`src/rtl/bulls_cows_engine.sv`:
```
// ----------------------------------------------------------------------------
// bulls_cows_engine
//
// Bulls-and-Cows (xA yB) game core. The first legal number after a new game
// becomes the secret. Each later legal number is scored against it: bulls are
// right digit in the right place, cows are right digit in the wrong place.
// Every scored guess also goes into a small circular history that the text
// renderer reads combinationally.
//
// Optional feature macro: SECRET_REVEAL_EN
//   defined   : secret_out shows the latched secret while state == LOSE.
//   undefined : secret_out is tied to zero and no reveal logic exists.
//
// Parameters
//   DIGITS      digits per secret/guess (2..4)
//   MAX_TRIES   guesses allowed before LOSE (1..15)
//   HIST_DEPTH  history entries, power of two (2..16)
//
// Ports
//   clk            in   system clock, rising edge
//   reset          in   asynchronous active-low reset
//   iNum           in   packed BCD digits, digit0 = iNum[3:0]
//   iNumRdy        in   1-cycle strobe, iNum valid
//   new_game       in   1-cycle strobe, back to IDLE and clear the game
//   state          out  00 IDLE, 01 PLAY, 10 WIN, 11 LOSE
//   score_vld      out  1-cycle pulse, score_a/score_b updated
//   score_a        out  bulls of the last scored guess
//   score_b        out  cows of the last scored guess
//   err            out  1-cycle pulse, input rejected
//   tries          out  accepted guesses this game
//   hist_cnt       out  valid history entries, saturates at HIST_DEPTH
//   hist_rd_idx    in   history read index, 0 = newest
//   hist_rd_guess  out  guess at hist_rd_idx (zero if not valid)
//   hist_rd_a      out  bulls of that entry
//   hist_rd_b      out  cows of that entry
//   secret_out     out  revealed secret (see macro above)
// ----------------------------------------------------------------------------
module bulls_cows_engine #(
    parameter int unsigned DIGITS     = 3,
    parameter int unsigned MAX_TRIES  = 10,
    parameter int unsigned HIST_DEPTH = 8,
    localparam int unsigned NW = 4 * DIGITS,
    localparam int unsigned SW = $clog2(DIGITS + 1),
    localparam int unsigned PW = $clog2(HIST_DEPTH),
    localparam int unsigned CW = $clog2(HIST_DEPTH + 1)
) (
    input  logic          clk,
    input  logic          reset,
    input  logic [NW-1:0] iNum,
    input  logic          iNumRdy,
    input  logic          new_game,
    output logic [1:0]    state,
    output logic          score_vld,
    output logic [SW-1:0] score_a,
    output logic [SW-1:0] score_b,
    output logic          err,
    output logic [3:0]    tries,
    output logic [CW-1:0] hist_cnt,
    input  logic [PW-1:0] hist_rd_idx,
    output logic [NW-1:0] hist_rd_guess,
    output logic [SW-1:0] hist_rd_a,
    output logic [SW-1:0] hist_rd_b,
    output logic [NW-1:0] secret_out
);

    typedef enum logic [1:0] {
        StIdle = 2'b00,
        StPlay = 2'b01,
        StWin  = 2'b10,
        StLose = 2'b11
    } state_e;

    state_e        state_q, state_d;
    logic [NW-1:0] secret_q, secret_d;
    logic [3:0]    tries_q, tries_d;
    logic [SW-1:0] a_q, a_d;
    logic [SW-1:0] b_q, b_d;
    logic          vld_q, vld_d;
    logic          err_q, err_d;
    logic [CW-1:0] cnt_q, cnt_d;
    logic [PW-1:0] ptr_q, ptr_d;
    logic          wr_en;

    logic          legal;
    logic [SW-1:0] bulls;
    logic [SW-1:0] cows;

    logic [NW-1:0] hist_guess [HIST_DEPTH];
    logic [SW-1:0] hist_a     [HIST_DEPTH];
    logic [SW-1:0] hist_b     [HIST_DEPTH];

    logic [PW-1:0] rd_addr;
    logic          rd_hit;

    // Legal input: every digit is BCD and no digit repeats.
    always_comb begin
        legal = 1'b1;
        for (int i = 0; i < DIGITS; i++) begin
            if (iNum[4*i +: 4] > 4'd9) begin
                legal = 1'b0;
            end
            for (int j = i + 1; j < DIGITS; j++) begin
                if (iNum[4*i +: 4] == iNum[4*j +: 4]) begin
                    legal = 1'b0;
                end
            end
        end
    end

    // Pairwise digit compare against the secret. Only used for legal guesses,
    // so distinct digits keep both counts within DIGITS.
    always_comb begin
        bulls = '0;
        cows  = '0;
        for (int i = 0; i < DIGITS; i++) begin
            for (int j = 0; j < DIGITS; j++) begin
                if (iNum[4*i +: 4] == secret_q[4*j +: 4]) begin
                    if (i == j) begin
                        bulls = bulls + SW'(1);
                    end else begin
                        cows = cows + SW'(1);
                    end
                end
            end
        end
    end

    always_comb begin
        state_d  = state_q;
        secret_d = secret_q;
        tries_d  = tries_q;
        a_d      = a_q;
        b_d      = b_q;
        vld_d    = 1'b0;
        err_d    = 1'b0;
        cnt_d    = cnt_q;
        ptr_d    = ptr_q;
        wr_en    = 1'b0;

        if (new_game) begin
            // new_game has priority; a coincident strobe is dropped.
            state_d  = StIdle;
            secret_d = '0;
            tries_d  = '0;
            a_d      = '0;
            b_d      = '0;
            cnt_d    = '0;
            ptr_d    = '0;
        end else if (iNumRdy && (state_q == StIdle || state_q == StPlay)) begin
            if (!legal) begin
                err_d = 1'b1;
            end else if (state_q == StIdle) begin
                secret_d = iNum;
                state_d  = StPlay;
            end else begin
                vld_d   = 1'b1;
                a_d     = bulls;
                b_d     = cows;
                tries_d = tries_q + 4'd1;
                wr_en   = 1'b1;
                ptr_d   = ptr_q + PW'(1);
                if (cnt_q != CW'(HIST_DEPTH)) begin
                    cnt_d = cnt_q + CW'(1);
                end
                if (bulls == SW'(DIGITS)) begin
                    state_d = StWin;
                end else if (tries_d == 4'(MAX_TRIES)) begin
                    state_d = StLose;
                end
            end
        end
    end

    always_ff @(posedge clk or negedge reset) begin
        if (!reset) begin
            state_q  <= StIdle;
            secret_q <= '0;
            tries_q  <= '0;
            a_q      <= '0;
            b_q      <= '0;
            vld_q    <= 1'b0;
            err_q    <= 1'b0;
            cnt_q    <= '0;
            ptr_q    <= '0;
        end else begin
            state_q  <= state_d;
            secret_q <= secret_d;
            tries_q  <= tries_d;
            a_q      <= a_d;
            b_q      <= b_d;
            vld_q    <= vld_d;
            err_q    <= err_d;
            cnt_q    <= cnt_d;
            ptr_q    <= ptr_d;
        end
    end

    // Entries beyond hist_cnt are masked on read, so storage needs no reset.
    always_ff @(posedge clk) begin
        if (wr_en) begin
            hist_guess[ptr_q] <= iNum;
            hist_a[ptr_q]     <= bulls;
            hist_b[ptr_q]     <= cows;
        end
    end

    // Power-of-two depth: pointer arithmetic wraps naturally.
    assign rd_addr = ptr_q - PW'(1) - hist_rd_idx;
    assign rd_hit  = (CW'(hist_rd_idx) < cnt_q);

    assign hist_rd_guess = rd_hit ? hist_guess[rd_addr] : '0;
    assign hist_rd_a     = rd_hit ? hist_a[rd_addr]     : '0;
    assign hist_rd_b     = rd_hit ? hist_b[rd_addr]     : '0;

    assign state     = state_q;
    assign score_vld = vld_q;
    assign score_a   = a_q;
    assign score_b   = b_q;
    assign err       = err_q;
    assign tries     = tries_q;
    assign hist_cnt  = cnt_q;

`ifdef SECRET_REVEAL_EN
    assign secret_out = (state_q == StLose) ? secret_q : '0;
`else
    assign secret_out = '0;
`endif

endmodule

```
`config.mk`:
```
export PLATFORM = sky130hd
export DESIGN_NAME = bulls_cows_engine
export DESIGN_NICKNAME = d
export VERILOG_FILES = /design/src/rtl/bulls_cows_engine.sv
export SDC_FILE = /design/constraint.sdc
export NUM_CORES = 1
export LEC_CHECK = 0
export BUFFER_PORTS_ARGS = -buffer_cell sky130_fd_sc_hd__buf_2
export CORE_UTILIZATION = 45
export CTS_CLUSTER_DIAMETER = 60
export CTS_CLUSTER_SIZE = 40
export DETAILED_ROUTE_END_ITERATION = 16
export PLACE_DENSITY_LB_ADDON = 0.1
export SLEW_MARGIN = 30
export SYNTH_ARGS = -nofsm -noshare
export SYNTH_HDL_FRONTEND = slang
export SYNTH_SLANG_ARGS = --single-unit
```
`constraint.sdc`:
```
create_clock -name clk -period 4 [get_ports clk]
set_input_delay 0.2 -clock clk [delete_from_list [all_inputs] [get_ports clk]]
set_output_delay 0.2 -clock clk [all_outputs]
set_load 0.05 [all_outputs]
```
==> impl_results.md, run 1 <==
- Crit. End Element: output pin
- Worst R2R Path Depth: 6
- Final Cycle Share: ~80%
- Synthesized flop and latch total: roughly 160
- Largest net degree at the start of global routing: 37
- # hold bufs at CTS: 1
- Num rows: 46
- Hold WC Path Type: input pin to flip-flop
- Max-slew violations: 0
- First-pass GRT wire length: roughly 25000 um
- Antenna diode count: 0
- Synthesized area per cell: 14.8 sq um
- Root Driver: clkbuf_16
- Status: finished, final reports clean
- CTS Sinks: between 150 and 200
- Hpwl dp: between 10000 and 15000 um
- Setup TNS: 0 ns
- Worst Slack Setup Final: 0.868 ns
- Violation count after the first detailed-route iteration: 333
- Count leader, synth: edfxtp_1
- Mapped Cells: 498
- Antenna violations before repair: 0
- Hold Path End: hist_guess[6][2]
- Clk slew on worst S/H paths: around 0.060 ns
- # DRC: 0
- CTS Buf Count: 17
- Final Skew: ~0.012 ns
- Arrival @ worst endpoint: about 2.9 ns
- Die area: ~17000 sq um
- Post-placement cell count: approximately 750
- Slew margin rel.: between 40% and 50%
- Clock tree buffer depth: 2
- Async S/R FF share, synth: between 10% and 20%
- Req. time, crit path: 3.80 ns
- CTS tree: done
- Die W: roughly 130 um
- Core area: between 15000 and 20000 sq um
- Worst vdd ir: just over 300 uV
- Critical R2R Launch: secret_q[1]
- Final Hold Viols: 0
- Post-synthesis instance area: ~7400 sq um
- Vias in the first global route: 4239
- RSZ-0062 raised after global routing: no
- CP Class: flip-flop to output pin
- Sequential share of the synthesized area: between 60% and 70%
- Synth warn: 0
- Non-Filler Instances: around 800
- Yosys top cell area share: around 52%
- Initial cell density of the core: between 40% and 50%
- DRT Wirelength: between 15000 and 20000 um
- Leakage power: between 3 and 4 nW
- H-tree Lvls: 4
- Crit-path max FO: 28
- Vias/cell: ~5.3
- Max-Cap Viols: 0
- Nets: 587
- Top cells by area, synth: edfxtp_1, dfrtp_1, mux4_2
- Reg2reg end: hist_b[7][1]
- Min-delay src: iNum[2]
- Layout area overhead: 15.3%
- Remaining antenna violation count: 0
- Post-CTS sizing: 0
- Slew at the pin closest to its max-slew limit: about 0.86 ns
- First-pass DRT Iterations: 5
- IO buf count: 50
- Via count: 4163
- Fill count: between 1000 and 1500
- Yosys cell types: 42
- Final worst path period need: about 3.1 ns
- Hold path cells: 1
- Final setup fails: 0
- Yosys top cell by area: edfxtp_1
- Post-CTS Setup Inserts: 0
- Die H: 130 um
- EDFF count, synth: ~130
- Clock latency on the worst-skew pair: approximately 0.42 ns
- DR WL/cell: 20.1 um
- CP startpoint kind: flip-flop
- Flop-to-flop setup slack: about 1.2 ns
- I/O pins: between 60 and 70
- Ys flop type: edfxtp_1
- PD cells: approximately 460 nW/um^2
- Share of cells above drive strength 1: about a quarter
- Synth cell count leaders: edfxtp_1, xnor2_1, nor2_1
- Pre-CTS WS: about 1 ns
- Total GRT Usage: roughly 21%
- Gpl congestion: just over 0.8
- Congestion Overflow GR: 0
- Maximum clock rate: 319 MHz
-- per-stage QoR --
step	hold WS (ns)	total power, mW	utilization, %	cell area, sq um
final	0.182	3.91	53.5	8520
after global routing	0.177	4.05	53.5	8520
after CTS	0.167	3.95	53.4	8520
after detailed placement	0.319	2.26	49.5	7890
after global placement	0.308	2.26	49.5	7890
after floorplan	-0.0956	2.17	-	7430
-- worst max path at each step --
stage | from | to | slack (ns) | depth (start not counted)
2_1_floorplan | iNum[3] | hist_a[0][0] | 0.42 | 7
3_5_place_dp | iNum[1] | hist_guess[0][6] | 1.0 | 7
4_1_cts | ptr_q[0] | hist_rd_guess[6] | 0.83 | 8
5_1_grt | ptr_q[0] | hist_rd_guess[3] | 0.72 | 8
6_report | ptr_q[0] | hist_rd_guess[6] | 0.87 | 8
3_3_place_gp | iNum[11] | hist_guess[0][8] | 1.05 | 7
-- critical path, stage by stage, from the launching register on --
cell     delay, ns
dfrtp_1       0.52
ha_2          0.23
inv_1         0.04
fa_1          0.67
buf_12        0.26
mux4_2        0.34
mux2i_1       0.17
nor2_1        0.05
buf_2         0.21
-- state kept, by name, indices dropped and copies added, names as in the netlist --
register    count
err             1
hist_a         16
hist_b         16
hist_cnt        4
hist_guess     96
ptr_q           3
score_a         2
score_b         2
score_vld       1
secret_q       12
state           2
tries           4
-- final cells by class --
| cell class | count | area, sq um | area share (%) |
|---|---|---|---|
| clock buffer | 19 | 433 | 5.08 |
| tap | 216 | 270 | 3.17 |
| sequential | 159 | 4620 | 54.2 |
| inverter | 15 | 56.3 | 0.661 |
| clock inverter | 13 | 184 | 2.16 |
| multi-input combinational | 290 | 2520 | 29.5 |
| timing repair buffer | 72 | 443 | 5.20 |
-- routing by layer --
metal / track usage (%) / share of wire (%)
met1: 28.2 / 46
met2: 32.5 / 49
met3: 4.88 / 4.1
met4: 6.16 / 1.1
met5: 0 / 0
-- cell families after synthesis --
logic type | Yosys count | share of synthesized area, %
buffers and inverters | 60 | 4.59
AOI/OAI and AO/OA | 45 | 3.47
adders and majority gates | 13 | 2.30
other | 1 | 0.0507
xor gates and xnor gates | 59 | 7.18
muxes | 50 | 12.2
and+or+nand+nor | 111 | 7.74
DFF | 159 | 62.5
-- power by group --
group          internal [mW]  switching [mW]
clock network           1.05           0.638
registers               1.82          0.0237
logic                  0.133           0.250
total                   3.00           0.912
-- cell usage in the layout (no fill, tap or decap), drive strengths merged, types with 2 or more instances in the layout --
cell type,Yosys,final
nand2b,13,13
nand3,5,5
a21o,2,2
nand4,10,10
bufinv,0,4
mux4,32,32
xnor2,37,37
o2111ai,2,2
buf,34,71
conb,1,12
a21oi,13,13
inv,15,18
and3,2,2
edfxtp,128,128
nor3,5,5
mux2i,18,18
nor2,34,34
dfrtp,31,31
o21ai,23,23
or3,4,4
clkbuf,11,19
clkinv,0,5
nand2,26,26
nor4,7,7
ha,12,12
xor2,21,21
No activity file was read; power rests on OpenSTA's default activity.
==> inputs of run 2 (changes only) <==
- ABC_AREA: default -> 1
- clock period: 4 -> 2.9 ns (I/O delays scaled with it)
==> run 2 against run 1 <==
Area after synthesis increased by 5.8%. Global-route usage grew 0.18 points. Design area rose by 6.8%. Hold slack worse by 0.13 ns. Clock-buffer cell count unchanged. Sequential power rose by 43%. Non-clock buffer count rose by 5. Register-to-register slack got worse by 0.85 ns. Setup slack got worse by 0.78 ns. Synthesized cell count increased by 43%.
==> impl_results.md, run 2 <==
- Compound-gate portion of the synthesized area: around 11%
- Post-synthesis instance area: between 7000 and 8000 sq um
- Synthesized flop and latch total: around 160
- Max-Cap Viols: 0
- Largest reg by FF count: hist_guess
- Yosys top cell by area: edfxtp_1
- Req. time, crit path: between 2 and 3 ns
- RSZ-0062 raised after global routing: no
- Sequential share of the synthesized area: 59.1%
- Vias in the first global route: 4998
- Total GRT Usage: 20.7%
- Congestion Overflow GR: 0
- Async S/R FF share, synth: about 20%
- Max-slew violations: 0
- Clock latency on the worst-skew pair: about 0.42 ns
- Final Hold Viols: 0
- Num rows: 47
- Yosys top cell area share: 49.2%
- Arrival @ worst endpoint: between 2 and 3 ns
- Final Cycle Share: a little over nine tenths
- Nets: roughly 800
- Placed Area: between 8000 and 9000 sq um
- CTS tree: done
- Crit. End Element: output pin
- Sw Pwr: approximately 1.8 mW
- Final setup fails: 0
- Clock tree buffer depth: 2
- Max reg flops: 96
- Count leader, synth: nand2_1
- Clk pwr share: 37.8%
- Die W: around 130 um
- DR WL/cell: about 18 um
- IO buf count: 50
- Largest net degree at the start of global routing: 59
- EDFF count, synth: ~130
- Gpl congestion: roughly 0.81
- Synth Area in Simple Gates: roughly 16%
- CP Cell Sequence: ha_2 > inv_1 > fa_2 > buf_12 > buf_16 > a32o_1 > nand2_1 > o221a_2 > buf_4
- Die H: about 130 um
- DRT Wirelength: around 18000 um
- H-tree Lvls: 4
- Worst vdd ir: about 440 uV
- Most frequent cells in the layout: nand2_1, edfxtp_1, a21oi_1, buf_2, inv_1
- Leakage power: around 3.7 nW
- Combinational share of power: 19.7%
- Ys flop type: edfxtp_1
- CP Class: flip-flop to output pin
- Final instance area: 9100 sq um
- Clk slew on worst S/H paths: approximately 0.07 ns
- Switching Fraction: 28.6%
- Pwr Total: ~6.2 mW
- Layout Utilization: approximately 54%
- Antenna diode count: 0
- Top Registers: hist_guess (96), hist_a (16), hist_b (16)
- I/O pins: 63
- Share of cells above drive strength 1: 23.1%
- Final worst path period need: about 2.8 ns
- Hpwl dp: between 10000 and 15000 um
- Core area: about 17000 sq um
- Share of power burned in registers: a little over two fifths
- Remaining antenna violation count: 0
- # DRC: 0
- Slew margin rel.: between 30% and 40%
- Antenna violations before repair: 0
- Mapped Cells: 711
- Synth cell count leaders: nand2_1, edfxtp_1, a21oi_1
- Crit-path max FO: 32
- Hold WC Path Type: input pin to flip-flop
- CP startpoint kind: flip-flop
- Xor and xnor area share after synthesis: 4.80%
- Largest family of logic cells by synthesized area: simple AND/OR/NAND/NOR gates
- Die area: 17900 sq um
- Mux cell area share after synthesis: 0%
- Via count: roughly 5400
- Final Skew: 0.0104 ns
- Synthesized area per cell: 11.0 sq um
- Slew at the pin closest to its max-slew limit: 0.981 ns
- Violation count after the first detailed-route iteration: 405
- Setup TNS: 0 ns
- Slowest stage delay, CP: approximately 0.48 ns
- Seq. cell area: 4620 sq um
- Pint: approximately 4.4 mW
- Initial cell density of the core: 46.6%
- Top cells by area, synth: edfxtp_1, nand2_1, dfrtp_1
- Status: finished, final reports clean
- Fill count: 1476
- Root Driver: clkbuf_16
- Synth warn: 0
- Vias/cell: approximately 5.4
- Layout area overhead: 16.5%
- Yosys cell types: 42
- Critical path's slowest cell: fa_2
- CTS Buf Count: 17
- Commonest non-fill, non-tap cell in the layout: nand2_1
- Synth Area in Adders: between 2 and 2.5%
- Maximum clock rate: 356 MHz
- First-pass GRT wire length: between 20000 and 30000 um
- PD cells: slightly below 700 nW/um^2
- First-pass DRT Iterations: 4
- CTS Sinks: 159
- Area of the multi-input gates: about 2800 sq um
[run 2: cell type report]
class / instances / area share, %
inverters: 41 / 1.69
flip-flops and latches: 159 / 50.8
repair buffers: 77 / 7.17
clock inverters: 13 / 2.05
well taps: 220 / 3.02
multi-input cells: 466 / 30.5
clock buffers: 19 / 4.75
[run 2: path summary, 6_finish.rpt]
path / startpoint / end / slack, ns / cells after the start
max in group asynchronous: reset / ptr_q[1] / 2.06 / 2
max: ptr_q[0] / hist_rd_guess[2] / 0.09 / 9
min in group asynchronous: reset / secret_q[5] / 0.32 / 2
max reg2reg: secret_q[4] / hist_b[1][1] / 0.30 / 14
min reg2reg: score_a[1] / score_a[1] / 0.47 / 2
min: new_game / hist_cnt[3] / 0.05 / 3
[run 2: kinds of logic after synthesis]
group | count (synthesis)
and+or+nand+nor | 284
DFF | 159
AOI/OAI and AO/OA | 115
buffers and inverters | 97
xor gates and xnor gates | 42
adders and majority gates | 13
other | 1
[run 2: repair_timing]
action / 4_1_cts / 5_1_grt
setup buffers: 0 / 3
pin swaps: 0 / 2
cloned: 1 / 3
endpoints found under the hold margin: 32 / 0
setup endpoints to repair: 16 / 15
hold buffers: 2 / 0
gates resized for setup: 13 / 24
[run 2: critical path, delay by kind of cell, from the launching register on]
kind / cells / cell delay (ns)
AOI/OAI and AO/OA: 2 / 0.46
buffers and inverters: 4 / 0.62
DFF: 1 / 0.43
and+or+nand+nor: 1 / 0.07
adders and majority gates: 2 / 0.65
[run 2: stage by stage]
| stage | instances | worst slack (ns) | hold slack [ns] |
|---|---|---|---|
| floorplan | 722 | 0.0912 | -0.151 |
| global placement | 954 | 0.397 | 0.238 |
| detailed placement | 954 | 0.322 | 0.246 |
| CTS | 989 | 0.000827 | 0.0283 |
| global route | 995 | 0.00247 | 0.0942 |
| finish | 995 | 0.0925 | 0.0481 |
[run 2: power groups by stage]
stage                     clock [mW]  combinational [mW]  sequential, mW
after global placement             0                1.10            2.67
final                           2.34                1.22            2.63
after global routing            2.47                1.32            2.64
after floorplan                    0               0.810            2.71
after CTS                       2.38                1.16            2.63
after detailed placement           0                1.12            2.68
[run 2: routing by layer]
layer / part of all wire (%) / up-vias / GRT usage [%]
li1: - / 2550 / -
met1: 46 / 2651 / 28.6
met2: 48 / 141 / 33.1
met3: 4.6 / 17 / 3.74
met4: 1.2 / 0 / 6.76
met5: 0 / - / 0
==> inputs of run 3 (changes only) <==
- PLACE_DENSITY_LB_ADDON: 0.1 -> default
==> run 3 against run 2 <==
Sequential power barely moved. Clock-buffer cell count did not move. Sequential share of layout area rose by 0.93 points. Critical path depth fell by 1. Global-route usage rose by 0.21 points. Non-clock buffer count fell by 5. Critical endpoint is now hist_rd_b[1]. Highest routed layer unchanged.
==> impl_results.md, run 3 (synthesis gave the netlist of run 2 again) <==
- CP Class: flip-flop to output pin
- Final Cycle Share: between 90 and 100%
- Most frequent cells in the layout: nand2_1, edfxtp_1, a21oi_1, buf_2, inv_1
- Die W: around 130 um
- Layout area overhead: 14.4%
- DRT Wirelength: approximately 17000 um
- PD cells: around 670 nW/um^2
- Hold WC Path Type: input pin to flip-flop
- Pre-CTS WS: between 0.3 and 0.4 ns
- CP startpoint kind: flip-flop
- Max-Cap Viols: 0
- Worst Slack Setup Final: about 0.063 ns
- Commonest non-fill, non-tap cell in the layout: nand2_1
- Post-placement cell count: between 900 and 1000
- Slew at the pin closest to its max-slew limit: 0.928 ns
- Clock tree buffer depth: 2
- # DRC: 0
- Core area: approximately 17000 sq um
- Via count: about 5300
- Layout Utilization: between 50% and 60%
- Non-Filler Instances: approximately 990
- Crit-path max FO: 32
- Area of the multi-input gates: 2770 sq um
- RSZ-0062 raised after global routing: no
- Largest reg by FF count: hist_guess
- Req. time, crit path: 2.76 ns
- Final Hold Viols: 0
- Largest net degree at the start of global routing: 38
- Antenna diode count: 0
- Antenna violations before repair: 0
- DR WL/cell: between 15 and 20 um
- Seq. cell area: 4620 sq um
- Maximum clock rate: about 350 MHz
- Die area: about 18000 sq um
- Top Registers: hist_guess (96), hist_a (16), hist_b (16)
- Total GRT Usage: between 20% and 30%
- Vias in the first global route: roughly 5300
- I/O pins: 63
- Clk slew on worst S/H paths: 0.06 ns
- Gpl congestion: slightly below 0.8
- Vias/cell: ~5.4
- Setup TNS: 0 ns
- Clock latency on the worst-skew pair: between 0.4 and 0.5 ns
- Hpwl dp: around 11000 um
- Final worst path period need: between 2 and 3 ns
- Violation count after the first detailed-route iteration: just over 300
- Die H: ~130 um
- CTS tree: done
- Nets: 789
- Status: finished, final reports clean
- IO buf count: 50
- Initial cell density of the core: 46.6%
- Leakage power: 3.58 nW
- Final Skew: about 0.013 ns
- Max-slew violations: 0
- Congestion Overflow GR: 0
- Fill count: between 1000 and 1500
- Crit. End Element: output pin
- CTS Buf Count: 17
- Max reg flops: 96
- Num rows: between 40 and 50
- Share of cells above drive strength 1: between 20 and 25%
- First-pass GRT wire length: around 28000 um
- First-pass DRT Iterations: 5
- Final setup fails: 0
- Slew margin rel.: roughly two fifths
- CTS Sinks: between 150 and 200
- Worst vdd ir: about 480 uV
- H-tree Lvls: 4
- Remaining antenna violation count: 0
- Root Driver: clkbuf_16
- Arrival @ worst endpoint: ~2.7 ns
[run 3: cell types whose count changed in the layout (fill, tap and decap cells not counted), moves of 2 or more]
cell / change
clkbuf_4: +2
clkinv_4: -2
buf_6: -5
clkbuf_16: -2
buf_4: +2
clkinv_2: +4
clkinv_1: -2
[run 3: report_power, final]
group,internal [mW],switching (mW)
registers,2.56,0.0715
logic,0.390,0.776
clock network,1.34,0.857
total,4.28,1.70
[run 3: what timing repair did]
action | CTS | global route
resized for setup | 11 | 22
endpoints found under the hold margin | 32 | 0
buffers inserted | 1 | 0
pin swaps | 1 | 1
setup endpoints to repair | 16 | 15
cloned | 1 | 0
hold buffers | 2 | 0
[run 3: area by class of cell]
cell class / count / area share (%)
Sequential cell: 159 / 51.7
Multi-Input combinational cell: 466 / 31.0
Timing Repair Buffer: 72 / 6.06
Clock buffer: 19 / 4.84
Tap cell: 220 / 3.08
Inverter: 41 / 1.72
Clock inverter: 11 / 1.60
[run 3: final timing paths]
check,from,end,slack [ns],depth (start not counted)
worst min-delay path,new_game,hist_cnt[3],0.03,3
max in group asynchronous,reset,ptr_q[0],2.09,2
min in group asynchronous,reset,secret_q[3],0.29,2
worst max register to register,secret_q[4],hist_b[3][1],0.31,14
worst max-delay path,ptr_q[0],hist_rd_b[1],0.06,8
worst min register to register,score_a[1],score_a[1],0.47,2
[run 3: routing by layer]
layer	vias to the layer above	part of all wire, %	GRT usage (%)
met5	-	0	0
met4	0	1.4	8.08
met3	15	4.1	4.04
met2	128	50	35.9
met1	2620	44	26.1
li1	2542	-	-
[run 3: stage by stage]
step                hold WS (ns)  area [sq um]  power [mW]
floorplan                 -0.151          7860        3.53
global placement           0.242          8230        3.76
detailed placement         0.245          8230        3.79
CTS                       0.0239          8900        6.01
global route              0.0695          8940        6.22
finish                    0.0313          8940        5.99
[run 3: worst max-delay path: stages (launching register included)]
cell	delay [ns]
dfrtp_2	0.45
ha_2	0.18
inv_1	0.07
fa_2	0.48
buf_12	0.16
buf_16	0.17
a32oi_1	0.30
o221a_2	0.24
buf_4	0.19
